`src/rtl/ps2_keymap_pkg.sv`:
```
// Shared constants and types for the PS/2 player keymap: scan-code bytes,
// the prefix FSM states and key-slot indices.
package ps2_keymap_pkg;

  localparam logic [7:0] SC_EXT    = 8'hE0;
  localparam logic [7:0] SC_BRK    = 8'hF0;
  localparam logic [7:0] SC_BAT    = 8'hAA;
  localparam logic [7:0] SC_ACK    = 8'hFA;
  localparam logic [7:0] SC_RESEND = 8'hFE;
  localparam logic [7:0] SC_ERR0   = 8'h00;
  localparam logic [7:0] SC_ERR1   = 8'hFF;

  localparam int unsigned KEYS_PER_PLAYER = 5;
  localparam int unsigned K_LEFT          = 0;
  localparam int unsigned K_RIGHT         = 1;
  localparam int unsigned K_UP            = 2;
  localparam int unsigned K_DOWN          = 3;
  localparam int unsigned K_ACTION        = 4;

  // One keymap entry is {ext, code[7:0]}.
  localparam int unsigned KEY_ENTRY_W = 9;

  typedef enum logic [1:0] {
    IDLE,
    EXT,
    BRK,
    EXT_BRK
  } seq_state_e;

  // Bytes that mean the keyboard reset or overran: drop every held key.
  function automatic logic is_clear_byte(input logic [7:0] b);
    return (b == SC_ERR0) || (b == SC_ERR1) || (b == SC_BAT);
  endfunction

  // Host-protocol replies that must not disturb a sequence in flight.
  function automatic logic is_ignored_byte(input logic [7:0] b);
    return (b == SC_ACK) || (b == SC_RESEND);
  endfunction

endpackage

```
`src/rtl/ps2_seq_parser.sv`:
```
// Scan-code set 2 prefix parser: folds E0/F0 prefixes into one make/break
// event per completed sequence and drops partial sequences that stall.
module ps2_seq_parser
  import ps2_keymap_pkg::*;
#(
  parameter int unsigned TIMEOUT_CYCLES = 50000
) (
  input  logic       clk_i,
  input  logic       rst_i,
  input  logic [7:0] scan_code_i,
  input  logic       scan_valid_i,
  output logic       ev_valid_o,
  output logic       ev_ext_o,
  output logic       ev_brk_o,
  output logic [7:0] ev_code_o,
  output logic       clr_all_o,
  output logic       seq_err_o
);

  localparam int unsigned    CNT_W        = $clog2(TIMEOUT_CYCLES + 1);
  localparam logic [CNT_W-1:0] TIMEOUT_LAST = CNT_W'(TIMEOUT_CYCLES - 1);
  localparam logic [CNT_W-1:0] CNT_MAX      = '1;

  seq_state_e       state_q, state_d;
  logic [CNT_W-1:0] cnt_q, cnt_d;
  logic             in_ext, in_brk;
  logic             byte_take;

  assign byte_take = scan_valid_i && !is_ignored_byte(scan_code_i);

  always_comb begin
    // NOTE: every signal driven here gets a default first, so no path through
    // the branches below can leave one unassigned and infer a latch.
    state_d    = state_q;
    cnt_d      = '0;
    in_ext     = 1'b0;
    in_brk     = 1'b0;
    ev_valid_o = 1'b0;
    ev_code_o  = scan_code_i;
    clr_all_o  = 1'b0;
    seq_err_o  = 1'b0;

    unique case (state_q)
      EXT:     in_ext = 1'b1;
      BRK:     in_brk = 1'b1;
      EXT_BRK: begin
        in_ext = 1'b1;
        in_brk = 1'b1;
      end
      default: ;
    endcase

    if (byte_take) begin
      if (is_clear_byte(scan_code_i)) begin
        clr_all_o = 1'b1;
        state_d   = IDLE;
      end else if (scan_code_i == SC_EXT) begin
        // E0 always restarts an extended sequence, dropping a pending break.
        state_d = EXT;
      end else if (scan_code_i == SC_BRK) begin
        state_d = in_ext ? EXT_BRK : BRK;
      end else begin
        ev_valid_o = 1'b1;
        state_d    = IDLE;
      end
    end else if (state_q != IDLE) begin
      if (cnt_q == TIMEOUT_LAST) begin
        state_d   = IDLE;
        seq_err_o = 1'b1;
      end else if (cnt_q != CNT_MAX) begin
        cnt_d = cnt_q + CNT_W'(1);
      end else begin
        cnt_d = cnt_q;
      end
    end
  end

  assign ev_ext_o = in_ext;
  assign ev_brk_o = in_brk;

  always_ff @(posedge clk_i) begin
    // NOTE: state registers use non-blocking assignment so every flop samples
    // the pre-edge values regardless of process evaluation order.
    if (rst_i) begin
      state_q <= IDLE;
      cnt_q   <= '0;
    end else begin
      state_q <= state_d;
      cnt_q   <= cnt_d;
    end
  end

endmodule

```
`src/rtl/ps2_player_keymap.sv`:
```
// Multi-player PS/2 key decoder: tracks held keys from parsed scan events,
// emits per-key press pulses and drives control lines with per-player polarity.
module ps2_player_keymap
  import ps2_keymap_pkg::*;
#(
  parameter int unsigned NUM_PLAYERS = 2,
  parameter logic [NUM_PLAYERS*KEYS_PER_PLAYER*KEY_ENTRY_W-1:0] KEY_MAP = {
    9'h114, 9'h172, 9'h175, 9'h174, 9'h16B,
    9'h029, 9'h01B, 9'h01D, 9'h023, 9'h01C
  },
  parameter logic [NUM_PLAYERS-1:0] ACTIVE_LOW     = 2'b01,
  parameter int unsigned            TIMEOUT_CYCLES = 50000
) (
  input  logic                                   CLK,
  input  logic                                   RST,
  input  logic [7:0]                             SCAN_CODE,
  input  logic                                   SCAN_VALID,
  output logic [NUM_PLAYERS*KEYS_PER_PLAYER-1:0] DIR_OUT,
  output logic [NUM_PLAYERS*KEYS_PER_PLAYER-1:0] PRESS_PULSE,
  output logic                                   SEQ_ERR
);

  localparam int unsigned N_KEYS = NUM_PLAYERS * KEYS_PER_PLAYER;

  logic             ev_valid, ev_ext, ev_brk, clr_all, seq_err;
  logic [7:0]       ev_code;
  logic [N_KEYS-1:0] match;
  logic [N_KEYS-1:0] held_q, held_d;
  logic [N_KEYS-1:0] pulse_q, pulse_d;
  logic [N_KEYS-1:0] pol_mask;
  logic             seq_err_q;

  ps2_seq_parser #(
    .TIMEOUT_CYCLES (TIMEOUT_CYCLES)
  ) u_parser (
    .clk_i        (CLK),
    .rst_i        (RST),
    .scan_code_i  (SCAN_CODE),
    .scan_valid_i (SCAN_VALID),
    .ev_valid_o   (ev_valid),
    .ev_ext_o     (ev_ext),
    .ev_brk_o     (ev_brk),
    .ev_code_o    (ev_code),
    .clr_all_o    (clr_all),
    .seq_err_o    (seq_err)
  );

  // Every slot compares in parallel, so one code may drive several keys.
  always_comb begin
    match = '0;
    for (int i = 0; i < int'(N_KEYS); i++) begin
      match[i] = ev_valid &&
                 (KEY_MAP[i*KEY_ENTRY_W +: KEY_ENTRY_W] == {ev_ext, ev_code});
    end
  end

  always_comb begin
    held_d = held_q;
    if (clr_all) begin
      held_d = '0;
    end else if (ev_brk) begin
      held_d = held_q & ~match;
    end else begin
      held_d = held_q | match;
    end
    // Only released->held edges pulse; typematic repeats and clears do not.
    pulse_d = held_d & ~held_q;
  end

  for (genvar p = 0; p < int'(NUM_PLAYERS); p++) begin : g_pol
    assign pol_mask[p*KEYS_PER_PLAYER +: KEYS_PER_PLAYER] = {KEYS_PER_PLAYER{ACTIVE_LOW[p]}};
  end

  always_ff @(posedge CLK) begin
    if (RST) begin
      held_q    <= '0;
      pulse_q   <= '0;
      seq_err_q <= 1'b0;
    end else begin
      held_q    <= held_d;
      pulse_q   <= pulse_d;
      seq_err_q <= seq_err;
    end
  end

  assign DIR_OUT     = held_q ^ pol_mask;
  assign PRESS_PULSE = pulse_q;
  assign SEQ_ERR     = seq_err_q;

endmodule

```
`config.mk`:
```
export PLATFORM = sky130hd
export DESIGN_NAME = ps2_player_keymap
export DESIGN_NICKNAME = d
export VERILOG_FILES = /design/src/rtl/ps2_keymap_pkg.sv /design/src/rtl/ps2_seq_parser.sv /design/src/rtl/ps2_player_keymap.sv
export SDC_FILE = /design/constraint.sdc
export NUM_CORES = 1
export LEC_CHECK = 0
export ABC_AREA = 1
export BUFFER_PORTS_ARGS = -buffer_cell sky130_fd_sc_hd__buf_2
export CAP_MARGIN = 5
export CORE_MARGIN = 8
export CORE_UTILIZATION = 50
export CTS_BUF_LIST = sky130_fd_sc_hd__clkbuf_16
export DETAILED_ROUTE_END_ITERATION = 6
export GPL_TIMING_DRIVEN = 0
export HOLD_SLACK_MARGIN = 0.06
export PLACE_DENSITY = 0.71
export SYNTH_ARGS = -nofsm -noshare
export SYNTH_HDL_FRONTEND = slang
export SYNTH_SLANG_ARGS = --single-unit
```
`constraint.sdc`:
```
create_clock -name CLK -period 1.8 [get_ports CLK]
set_clock_uncertainty 0.1 [all_clocks]
set_input_delay 0.18 -clock CLK [delete_from_list [all_inputs] [get_ports CLK]]
set_output_delay 0.18 -clock CLK [all_outputs]
set_load 0.02 [all_outputs]
```
## After elaboration in Yosys (flattened, before gate mapping)

Cells that the tools add are included.

| storage, ports and cells | value |
|---|---|
| output and inout port bits | 21 |
| flip-flop bits (word level) | 39 |
| logic and storage cells | 76 |
| bits of input ports | 11 |

| operators by class | value |
|---|---|
| reduce and logical (&&, ||, !) cells | 24 |
| eq/ne operators | 21 |
| multiplexer cells | 18 |
| $add $sub $neg | 1 |
| bitwise gates (word level) | 7 |

Operators with widths:

| operator | number |
|---|---|
| == test 8 bit (second input constant) | 6 |
| == test 9 bit (first input constant) | 5 |
| == test 5 x 9 -> 1 bit (first input constant) | 3 |
| AND 10 bit | 2 |
| two-way mux 10 bit | 2 |
| inverter 10 bit | 2 |
| == test 6 x 9 -> 1 bit (first input constant) | 2 |
| adder 16 x 1 -> 16 bit (second input constant) | 1 |
| == test 16 bit (second input constant) | 1 |
| inequality test 16 bit (second input constant) | 1 |
| two-way mux 2 bit | 6 |
| logical AND 1 bit | 11 |
| two-way mux 1 bit | 10 |
| OR 10 bit | 1 |
| logical NOT 8 bit | 1 |
| nonzero test 2 bit | 3 |
| inverter 5 bit | 1 |
| == test 2 bit (second input constant) | 2 |
| OR reduction 2 bit | 2 |
| OR reduction 4 bit | 1 |
| logical OR 1 bit | 3 |
| OR reduction 3 bit | 1 |
| == test 2 x 1 -> 1 bit (second input constant) | 1 |
| AND reduction 2 bit | 1 |
| other kinds (2) | 2 |

## Longest topological paths before layout

Gate-level depths: netlist (run 1).

| depth | value |
|---|---|
| depth in word-level cells | 11 |
| depth in mapped cells | 12 |
| depth with buffers taken out | 12 |

## Hierarchy

A second synthesis (run 1) with hierarchy kept.

| unflattened totals | value |
|---|---|
| cells, all modules | 371 |
| area total of the unflattened synthesis | 2,304.7 µm² |

Modules (own cells, without submodules):

| module | times used | cells each | area each (µm²) | seq. area each (µm²) |
|---|---|---|---|---|
| ps2_seq_parser | 1 | 202 | 1,241.2 | 360.3 |
| ps2_player_keymap | 1 | 169 | 1,063.5 | 420.4 |

## Worst setup path before layout (run 1)

Ideal clock, no wire load.

| timing | value |
|---|---|
| kind | reg2reg |
| from | reg u_parser.cnt_q[0] |
| to | reg u_parser.cnt_q[10] |
| buffers on the path | 0 |
| arrival time | 1.388 ns |
| slack | 0.195 ns |
| required time | 1.584 ns |
| cell stages (with the launch flop) | 11 |
| cell sequence | dfxtp_1 -> ha_1 -> nand2_1 -> nor2_2 -> inv_1 -> nor2_2 -> nand3_1 -> nand3_2 -> inv_2 -> o211ai_1 -> inv_1 |

| between the ends | value |
|---|---|
| word-level cells in the longest chain between the ends | 2 |
| elaborated cells between the ends (all ways) | 4 |
| those cells by class | add/sub (1); eq/ne (2); reduce/logical (1) |

RTL lines:

| element | line | RTL |
|---|---|---|
| from (decl) | ps2_seq_parser.sv:25 | `logic [CNT_W-1:0] cnt_q, cnt_d;` |
| from (signal assigned) | ps2_seq_parser.sv:89 | `cnt_q <= cnt_d;` |
| parallel branches: the longest is 2 deep, another holds adder 16 x 1 -> 16 bit | -- |  |

Parallel ways; which one is timed is not known.
A chain may end at the register's enable or synchronous reset.

## Worst setup path in the final report (run 1)

| timing | value |
|---|---|
| from | reg u_parser.cnt_q[0] |
| to | reg u_parser.cnt_q[1] |

The elaborated chain is that of the path after synthesis.

==> flow_summary_export.csv, run 1 <==
group,metric,value,unit
power,pwr-share-clk,51.5,%
worst_setup_path,cp_top_family,"simple AND/OR/NAND/NOR gates",
grt,grt_util_all_layers,16.0,%
grt,grt_max_degree,14,
floorplanning,fp.dieW,82.8,um
route,wire_per_inst,11.3,um
clocking,clk_pin_slew,0.06,ns
worst_setup_path,critPathBufInv,3,
timing,tightest_slew,0.504,ns
power,p_int,1540,uW
place,place.gp.congestion,0.912,
route,routed_wl,5.06,mm
cells_and_area,antenna_cells,0,
timing,slew_violations,0,
floorplanning,die_y,82.8,um
route,drt.antenna.violating_nets,0,
clocking,cts_sinks,39,
synth,netlist_area,2230,um2
place,dp_hpwl,3.77,mm
worst_setup_path,crit_chain,"ha_2 -> nand2_2 -> nor2_4 -> nand2_2 -> nor2_4 -> inv_1 -> buf_6 -> nand2_1 -> o21ai_1 -> nand2_1 -> inv_1",
place,placed_area,2450,um2
route,avgViaCountPerCell,4.97,
power,power_frac_comb,4.7,%
cells_and_area,nets,406,
worst_setup_path,criticalPathCategory,"flip-flop to flip-flop",
worst_setup_path,critPathMaxFanout,10,
floorplanning,num_rows,24,
cells_and_area,fin_util,62.3,%
status,status,"complete, no violations",
clocking,cts_max_path_buffers,2,
power,switchingPower,421,uW
timing,fin_crit,1.68,ns
clocking,cts_root_buffer,"clkbuf_16",
synth,syn_inst,350,
cells_and_area,finalNonFillerCells,447,
floorplanning,die-area,6860,um2
timing,finalCritPeriodShare,93.6,%
floorplanning,pin_count,32,
power,swShare,21.4,%
timing,slew_headroom,66.2,%
power,p_leak,0.00138,uW
worst_setup_path,end_kind,"flip-flop",
worst_hold_path,min_path_type,"primary input to flip-flop",
cells_and_area,areaGrowthSynthToFinish,20.8,%
grt,grt_first_pass_wirelength,8.59,mm
timing,setup_violations,0,
synth,synth_edf_count,0,
synth,ys_top_cells_by_area,"dfxtp_1 (35%), nand2_1 (14%), inv_1 (11%), nor2_1 (9.4%), nand4_1 (4.8%)",
route,drc,0,
grt,first_global_vias,2062,
synth,ys_ff_latch,39,
place,dp.cells,433,
clocking,cts_htree_levels,2,
synth,synth_fp_nets,362,
clocking,cts_tree,"yes",
worst_setup_path,arrival,1.76,ns
worst_setup_path,crit_required,1.88,ns
cells_and_area,drive_gt1_share,20.0,%
timing,fmaxAchievable,594,MHz
route,dr.pass1.iters,4,
worst_setup_path,start_kind,"flip-flop",
grt,grt_overflow,0,
timing,hold_viol,0,
clocking,clk_latency,0.28,ns
power,power_frac_seq,43.8,%
synth,synth_largest_area_cell,"dfxtp_1",
synth,synthTopCellsByCount,"nand2_1 (83), inv_1 (68), nor2_1 (56)",
flow_run,drv_cap,0,
synth,synth.most_common_cell,"nand2_1",
synth,synthFlopType,"dfxtp_1",
worst_setup_path,cpPeakStageDelay,0.36,ns
synth,synth.yosys.seq_area_share,35.0,%
power,peakVddDrop,0.435,mV
synth,synth_area_per_cell,6.37,um2
synth,synth.distinct_cells,32,
clocking,numCtsBuffers,5,
worst_setup_path,cpMaxStageDelayCell,"dfxtp_4",
power,power.density,730,nW/um2
synth,synth_top_area_share,35.0,%
synth,async_reset_ff_share,0,%
floorplanning,core_area,4320,um2
place,numPortBuffers,31,
cells_and_area,design_area,2700,um2
grt,antenna_found_initial,0,
route,vias,2220,
route,drtIter0Drc,107,
synth,yosys_warnings,0,
floorplanning,initial_core_util,51.6,%
## stage by stage
| stage | setup slack [ns] | TNS, ns | total power (uW) | hold WS [ns] |
|---|---|---|---|---|
| after floorplan | 0.195 | 0 | 941 | 0.149 |
| after global placement | -0.0987 | -0.517 | 972 | 0.305 |
| after detailed placement | -0.0959 | -0.513 | 972 | 0.303 |
| after CTS | 0.0273 | 0 | 1990 | 0.127 |
| after global routing | -0.0176 | -0.0284 | 2040 | 0.145 |
| final | 0.116 | 0 | 1970 | 0.122 |
## per-layer routing
layer	GRT usage [%]	part of all wire (%)	vias to the layer above	routed length, um
li1	-	-	1159	-
met1	16.0	40	1010	2020
met2	30.2	52	42	2650
met3	4.20	5.8	9	294
met4	7.07	1.9	0	95
met5	0	0	-	0
## worst paths after layout
check | slack [ns] | start | cells past startpoint | endpoint
worst min-delay path | 0.12 | SCAN_VALID | 4 | SEQ_ERR
worst min register to register | 0.40 | u_parser.state_q[1] | 2 | u_parser.state_q[1]
worst max register to register | 0.12 | u_parser.cnt_q[0] | 11 | u_parser.cnt_q[1]
worst max-delay path | 0.12 | u_parser.cnt_q[0] | 11 | u_parser.cnt_q[1]
## cell usage in the layout (no fill, tap or decap), types with 5 or more instances in the layout
cell       netlist  final
nand2_1         83     82
buf_4            5     10
nand2_2          5      6
nand3_1         12     11
nor2_1          56     56
nor3_1          11     11
buf_2            2     33
clkbuf_16        0      5
dfxtp_1         39     37
o21ai_0          6      6
a21oi_1          7      7
inv_1           68     68
nand4_1         17     17
## flip-flops by register name (all words and copies together) (netlist names)
name / cells
PRESS_PULSE: 10
u_parser.state_q: 2
SEQ_ERR: 1
u_parser.cnt_q: 16
held_q: 10
## layout make-up
type | instances | area [um2]
plain buffers | 11 | 85.1
clock buffers | 5 | 125
clock inverters | 3 | 43.8
fillers | 405 | 1630
inverters | 71 | 267
multi-input cells | 229 | 1120
flip-flops and latches | 39 | 786
well taps | 52 | 65.1
repair buffers | 37 | 203
## power groups by stage
stage	clock, uW	combinational, uW	sequential, uW
floorplan	0	58.0	883
global placement	0	89.1	883
detailed placement	0	89.2	883
CTS	1030	92.1	863
global route	1070	103	862
finish	1010	92.1	862
## logic make-up after synthesis
| family | share of synthesized area [%] |
|---|---|
| xor gates and xnor gates | 2.36 |
| and+or+nand+nor | 40.9 |
| buffers and inverters | 15.8 |
| adders and majority gates | 0.561 |
| DFF | 35.0 |
| AOI/OAI and AO/OA | 5.44 |
## tightest hold or removal path, stage by stage
cell	delay, ns
buf_2	0.10
nand2_4	0.08
nand2_1	0.06
nor2_1	0.04
## repair_timing
| action | 4_1_cts | 5_1_grt |
|---|---|---|
| hold buffers | 1 | 0 |
| pin swaps | 1 | 4 |
| gates resized for setup | 3 | 5 |
| setup endpoints to repair | 8 | 16 |
| buffers inserted | 2 | 3 |
| endpoints found under the hold margin | 2 | 0 |
(Power assumes the default switching activity.)
==> run 2: changes to the inputs <==
--- a/config.mk
+++ b/config.mk
@@ -17,4 +17,5 @@
 export PLACE_DENSITY = 0.71
 export SYNTH_ARGS = -nofsm -noshare
 export SYNTH_HDL_FRONTEND = slang
+export SYNTH_HIERARCHICAL = 1
 export SYNTH_SLANG_ARGS = --single-unit
==> flow_summary_export.csv, run 2 <==
group,metric,value,unit
synth,synthFlopType,"dfxtp_1",
route,drt-met1-wl,2.67,mm
cells_and_area,areaGrowthSynthToFinish,18.0,%
power,p_leak,0.00135,uW
synth,synth.distinct_cells,27,
cells_and_area,design_area,2720,um2
floorplanning,num_rows,24,
route,wl_met2,2.11,mm
synth,ys_top_cells_by_area,"dfxtp_1 (34%), nand2_1 (13%), nor2_1 (13%), inv_1 (11%), nand3_1 (6.3%)",
route,drt.antenna.violating_nets,0,
cells_and_area,largest_register,"u_parser/cnt_q",
cells_and_area,largest_reg_flops,16,
cells_and_area,drive_gt1_share,18.9,%
route,wire_per_inst,10.9,um
clocking,cts_sinks,39,
place,dp_hpwl,3.95,mm
floorplanning,fp.dieW,83.9,um
synth,synth_top_area_share,33.9,%
synth,synth_area_per_cell,6.21,um2
grt,grt_util_all_layers,15.1,%
floorplanning,die-area,7040,um2
worst_setup_path,crit_required,1.87,ns
grt,grt_first_pass_wirelength,9.09,mm
synth,ys_ff_latch,39,
synth,synth_edf_count,0,
clocking,cts_tree,"yes",
route,drtIter0Drc,97,
flow_run,drv_cap,0,
cells_and_area,nets,424,
synth,yosys_warnings,6,
power,peakVddDrop,0.531,mV
route,dr.pass1.iters,4,
worst_setup_path,criticalPathCategory,"flip-flop to flip-flop",
cells_and_area,antenna_cells,0,
synth,async_reset_ff_share,0,%
route,wl_met3,206,um
timing,slew_headroom,67.2,%
synth,synth_largest_area_cell,"dfxtp_1",
grt,grt_max_degree,13,
route,top_layer_used,"met4",
power,power.density,667,nW/um2
power,finalPower,1810,uW
timing,fin_hold_ws,0.195,ns
timing,tightest_slew,0.491,ns
cells_and_area,layout_commonest_cell,"nand2_1",
timing,slew_violations,0,
clocking,numCtsBuffers,5,
timing,fmaxAchievable,592,MHz
worst_setup_path,end_kind,"flip-flop",
route,routed_wl,5.08,mm
floorplanning,initial_core_util,52.6,%
place,numPortBuffers,31,
synth,synth.yosys.seq_area_share,33.9,%
worst_setup_path,start_kind,"flip-flop",
status,status,"complete, no violations",
timing,finalCritPeriodShare,93.9,%
route,vias,2214,
worst_hold_path,min_path_type,"primary input to flip-flop",
timing,hold_viol,0,
timing,setup_violations,0,
synth,syn_inst,371,
clocking,cts_max_path_buffers,2,
cells_and_area,mostFrequentLayoutCells,"nand2_1 (81), nor2_1 (79), inv_1 (67), dfxtp_1 (38), buf_2 (33)",
worst_setup_path,critPathMaxFanout,10,
grt,grt_overflow,0,
place,placed_area,2520,um2
route,drc,0,
floorplanning,core_area,4380,um2
place,place.gp.congestion,0.863,
worst_setup_path,arrival,1.76,ns
worst_setup_path,regToRegSetupSlack,0.11,ns
grt,first_global_vias,2099,
synth,synth_fp_nets,383,
clocking,cts_htree_levels,2,
route,avgViaCountPerCell,4.76,
synth,synthTopCellsByCount,"nand2_1 (81), nor2_1 (81), inv_1 (66)",
clocking,clk_pin_slew,0.06,ns
clocking,clk_latency,0.28,ns
grt,antenna_found_initial,0,
timing,fin_tns_setup,0,ns
floorplanning,die_y,83.9,um
floorplanning,pin_count,32,
clocking,cts_root_buffer,"clkbuf_16",
synth,netlist_area,2300,um2
timing,fin_crit,1.69,ns
run 2: cell types whose count changed in the layout (fill, tap and decap cells not counted), sizes merged, moves of 4 or more:
cell | previous run | this run
nor2 | 64 | 89
o21ai | 7 | 2
nand3 | 14 | 30
nand2 | 89 | 85
inv | 71 | 67
nor3 | 11 | 4
run 2: area by class of cell:
cell class                      instances  area [um2]
Multi-Input combinational cell        246        1170
Sequential cell                        39         782
Tap cell                               52        65.1
Clock inverter                          3        16.3
Clock buffer                            5         125
Inverter                               66         248
Timing Repair Buffer                   34         180
Fill cell                             424        1670
Buffer                                 20         134
run 2: timing repair:
action | in CTS | in global routing
endpoints found under the hold margin | 3 | 0
hold buffers | 1 | 0
setup buffers | 0 | 2
resized for setup | 0 | 7
setup endpoints to repair | 0 | 26
run 2: per-stage QoR:
step | setup slack (ns) | utilization [%] | cells
3_3_place_gp | -0.0581 | 57.6 | 454
2_1_floorplan | 0.302 | - | 371
4_1_cts | 0.0311 | 61.0 | 463
6_report | 0.109 | 62.0 | 465
3_5_place_dp | -0.0746 | 57.6 | 454
5_1_grt | -0.0399 | 62.0 | 465
run 2: critical path, stage by stage (launching register included):
cell and delay (ns):
dfxtp_1 0.37, ha_2 0.22, nand2_2 0.09, inv_1 0.09, nand2_1 0.10, nor2_2 0.17
nand2_1 0.11, nand4_2 0.13, buf_6 0.16, nor2_1 0.06
run 2: cell families (layout without fill, tap and decap cells):
kind of cell / count (synthesis) / in the layout / share of synthesized area, %
simple gates: 229 / 229 / 44.5
buf+inv: 86 / 128 / 16.6
flops: 39 / 39 / 33.9
compound gates: 10 / 10 / 2.28
xor+xnor: 6 / 6 / 2.28
fa+ha+maj: 1 / 1 / 0.543
run 2: worst paths after layout:
kind,end,cells after the start,startpoint
hold / removal,u_parser/state_q[1],4,SCAN_VALID
setup / recovery,u_parser/cnt_q[10],9,u_parser/cnt_q[1]
setup reg to reg,u_parser/cnt_q[10],9,u_parser/cnt_q[1]
hold reg to reg,held_q[3],2,held_q[3]
run 2: where the power goes:
part / internal [uW] / switching, uW / total (uW) / leakage, uW
combinational: 41.6 / 73.1 / 115 / 0.000969
clock: 505 / 331 / 836 / 0.0000710
sequential: 864 / 0.215 / 864 / 0.000314
run 2: layer usage:
metal  track usage, %  up-vias
li1                 -     1201
met3             3.52        9
met1             19.8      962
met5                0        -
met4             5.49        0
met2             23.1       42
==> run 3: changes to the inputs <==
--- a/config.mk
+++ b/config.mk
@@ -14,7 +14,7 @@
 export DETAILED_ROUTE_END_ITERATION = 6
 export GPL_TIMING_DRIVEN = 0
 export HOLD_SLACK_MARGIN = 0.06
-export PLACE_DENSITY = 0.71
+export PLACE_DENSITY = 0.75
 export SYNTH_ARGS = -nofsm -noshare
 export SYNTH_HDL_FRONTEND = slang
 export SYNTH_HIERARCHICAL = 1
==> flow_summary_export.csv, run 3 (synthesis gave the netlist of run 2 again) <==
group,metric,value,unit
timing,fmaxAchievable,608,MHz
floorplanning,pin_count,32,
worst_hold_path,min_path_cells,4,
cells_and_area,drive_gt1_share,19.2,%
cells_and_area,nets,422,
cells_and_area,design_area,2740,um2
place,numPortBuffers,31,
clocking,cts_htree_levels,2,
worst_setup_path,crit_required,1.86,ns
worst_setup_path,start_kind,"flip-flop",
worst_setup_path,r2r-end,"u_parser/cnt_q[2]",
timing,tightest_slew,0.311,ns
worst_setup_path,critPathBufInv,2,
worst_setup_path,cp_top_family,"simple AND/OR/NAND/NOR gates",
timing,slew_headroom,79.1,%
power,p_leak,0.00134,uW
route,dr.pass1.iters,4,
timing,fin_crit,1.64,ns
clocking,cts_tree,"yes",
route,drc,0,
clocking,cts_max_path_buffers,2,
route,drtIter0Drc,162,
worst_setup_path,reg2regPathDepth,9,
grt,grt_util_all_layers,14.7,%
status,status,"complete, no violations",
worst_hold_path,min-delay-start,"SCAN_VALID",
power,power_frac_comb,6.0,%
grt,grt_overflow,0,
worst_setup_path,r2r_start,"u_parser/cnt_q[0]",
timing,hold_viol,0,
place,dp_hpwl,3.83,mm
route,avgViaCountPerCell,4.82,
worst_setup_path,arrival,1.70,ns
clocking,cts_root_buffer,"clkbuf_16",
timing,setup_violations,0,
timing,finalCritPeriodShare,91.3,%
floorplanning,fp.dieW,83.9,um
power,switchingPower,419,uW
timing,fin_tns_setup,0,ns
worst_setup_path,end_kind,"flip-flop",
cells_and_area,largest_reg_flops,16,
timing,rsz0062_at_grt,"false",
floorplanning,initial_core_util,52.6,%
cells_and_area,mostFrequentLayoutCells,"nand2_1 (81), nor2_1 (80), inv_1 (66), dfxtp_1 (37), buf_2 (33)",
power,peakVddDrop,0.397,mV
power,swShare,21.2,%
clocking,clk_pin_slew,0.06,ns
power,pwr-share-clk,50.3,%
grt,first_global_vias,2081,
worst_setup_path,cp_common_cell,"nand2_1",
power,power.density,722,nW/um2
clocking,numCtsBuffers,5,
worst_setup_path,criticalPathCategory,"flip-flop to flip-flop",
worst_setup_path,regToRegSetupSlack,0.16,ns
clocking,clk_latency,0.28,ns
clocking,cts_sinks,39,
grt,grt_first_pass_wirelength,8.89,mm
cells_and_area,areaGrowthSynthToFinish,18.8,%
power,p_int,1560,uW
cells_and_area,antenna_cells,0,
worst_hold_path,hold_end,"u_parser/state_q[1]",
floorplanning,core_area,4380,um2
worst_setup_path,cpPeakStageDelay,0.36,ns
cells_and_area,largest_register,"u_parser/cnt_q",
route,drt.antenna.violating_nets,0,
worst_setup_path,crit_chain,"ha_2 -> nand2_2 -> inv_1 -> nand2_1 -> nor2_4 -> nand2_1 -> nand4_4 -> buf_6 -> a21oi_1",
timing,slew_violations,0,
grt,grt_max_degree,14,
power,power_frac_seq,43.7,%
worst_setup_path,cpMaxStageDelayCell,"dfxtp_2",
place,place.gp.congestion,0.877,
cells_and_area,layout_commonest_cell,"nand2_1",
flow_run,drv_cap,0,
worst_setup_path,critPathMaxFanout,10,
place,placed_area,2520,um2
route,routed_wl,5.08,mm
floorplanning,die_y,83.9,um
floorplanning,num_rows,24,
worst_hold_path,min_path_type,"primary input to flip-flop",
timing,fin_hold_ws,0.202,ns
route,wire_per_inst,11.0,um
route,vias,2231,
grt,antenna_found_initial,0,
floorplanning,die-area,7040,um2
-- run 3: cell count changes in the layout (fill, tap and decap cells not counted), sizes merged --
cell      change
buf           -2
bufinv        +1
clkinv        +1
clkinvlp      -1
inv           -1
-- run 3: worst register-to-register path: cells and delay by family, from the launching register on --
family | cells | cell delay [ns]
simple gates | 5 | 0.57
flops | 1 | 0.36
buf+inv | 2 | 0.24
fa+ha+maj | 1 | 0.20
compound gates | 1 | 0.05
-- run 3: how the worst max path moves through the flow --
| stage | startpoint | end | slack [ns] | depth (start not counted) |
|---|---|---|---|---|
| 3_3_place_gp | SCAN_CODE[6] | held_q[9] | -0.04 | 13 |
| 5_1_grt | u_parser/cnt_q[0] | u_parser/cnt_q[2] | 0.001 | 9 |
| 3_5_place_dp | SCAN_CODE[6] | held_q[1] | -0.09 | 13 |
| 6_report | u_parser/cnt_q[0] | u_parser/cnt_q[2] | 0.16 | 9 |
| 4_1_cts | u_parser/cnt_q[0] | u_parser/cnt_q[2] | 0.006 | 9 |
| 2_1_floorplan | SCAN_CODE[6] | held_q[0] | 0.30 | 12 |
-- run 3: metal layers --
metal	wire length, um	vias up	GRT usage (%)
li1	-	1201	-
met1	2600	974	18.7
met2	2190	52	23.3
met3	232	4	3.32
met4	61	0	5.81
met5	0	-	0
-- run 3: cell type report --
cell class	count	area, um2
clock buffers	5	125
inverters	66	248
repair buffers	32	165
clock inverters	3	43.8
well taps	52	65.1
fillers	409	1650
plain buffers	20	136
flip-flops and latches	39	783
multi-input cells	246	1170
-- run 3: per-stage QoR --
stage / total power, uW / setup WS, ns / utilization (%) / instances
global route: 2060 / 0.00114 / 62.4 / 463
finish: 1980 / 0.156 / 62.4 / 463
global placement: 991 / -0.0415 / 57.6 / 454
detailed placement: 994 / -0.0921 / 57.6 / 454
CTS: 2000 / 0.00587 / 61.7 / 463
floorplan: 960 / 0.302 / - / 371
-- run 3: repair_timing --
action	4_1_cts	5_1_grt
hold endpoints to repair	3	0
gates resized for setup	0	12
buffers inserted	0	0
endpoints found under the setup margin	0	23
hold buffers	1	0
-- run 3: power by group through the flow --
stage               Clock (uW)  Sequential [uW]  Combinational, uW
floorplan                    0              883               77.1
global placement             0              883                108
detailed placement           0              883                111
CTS                       1020              864                114
global route              1060              863                133
finish                     995              864                119
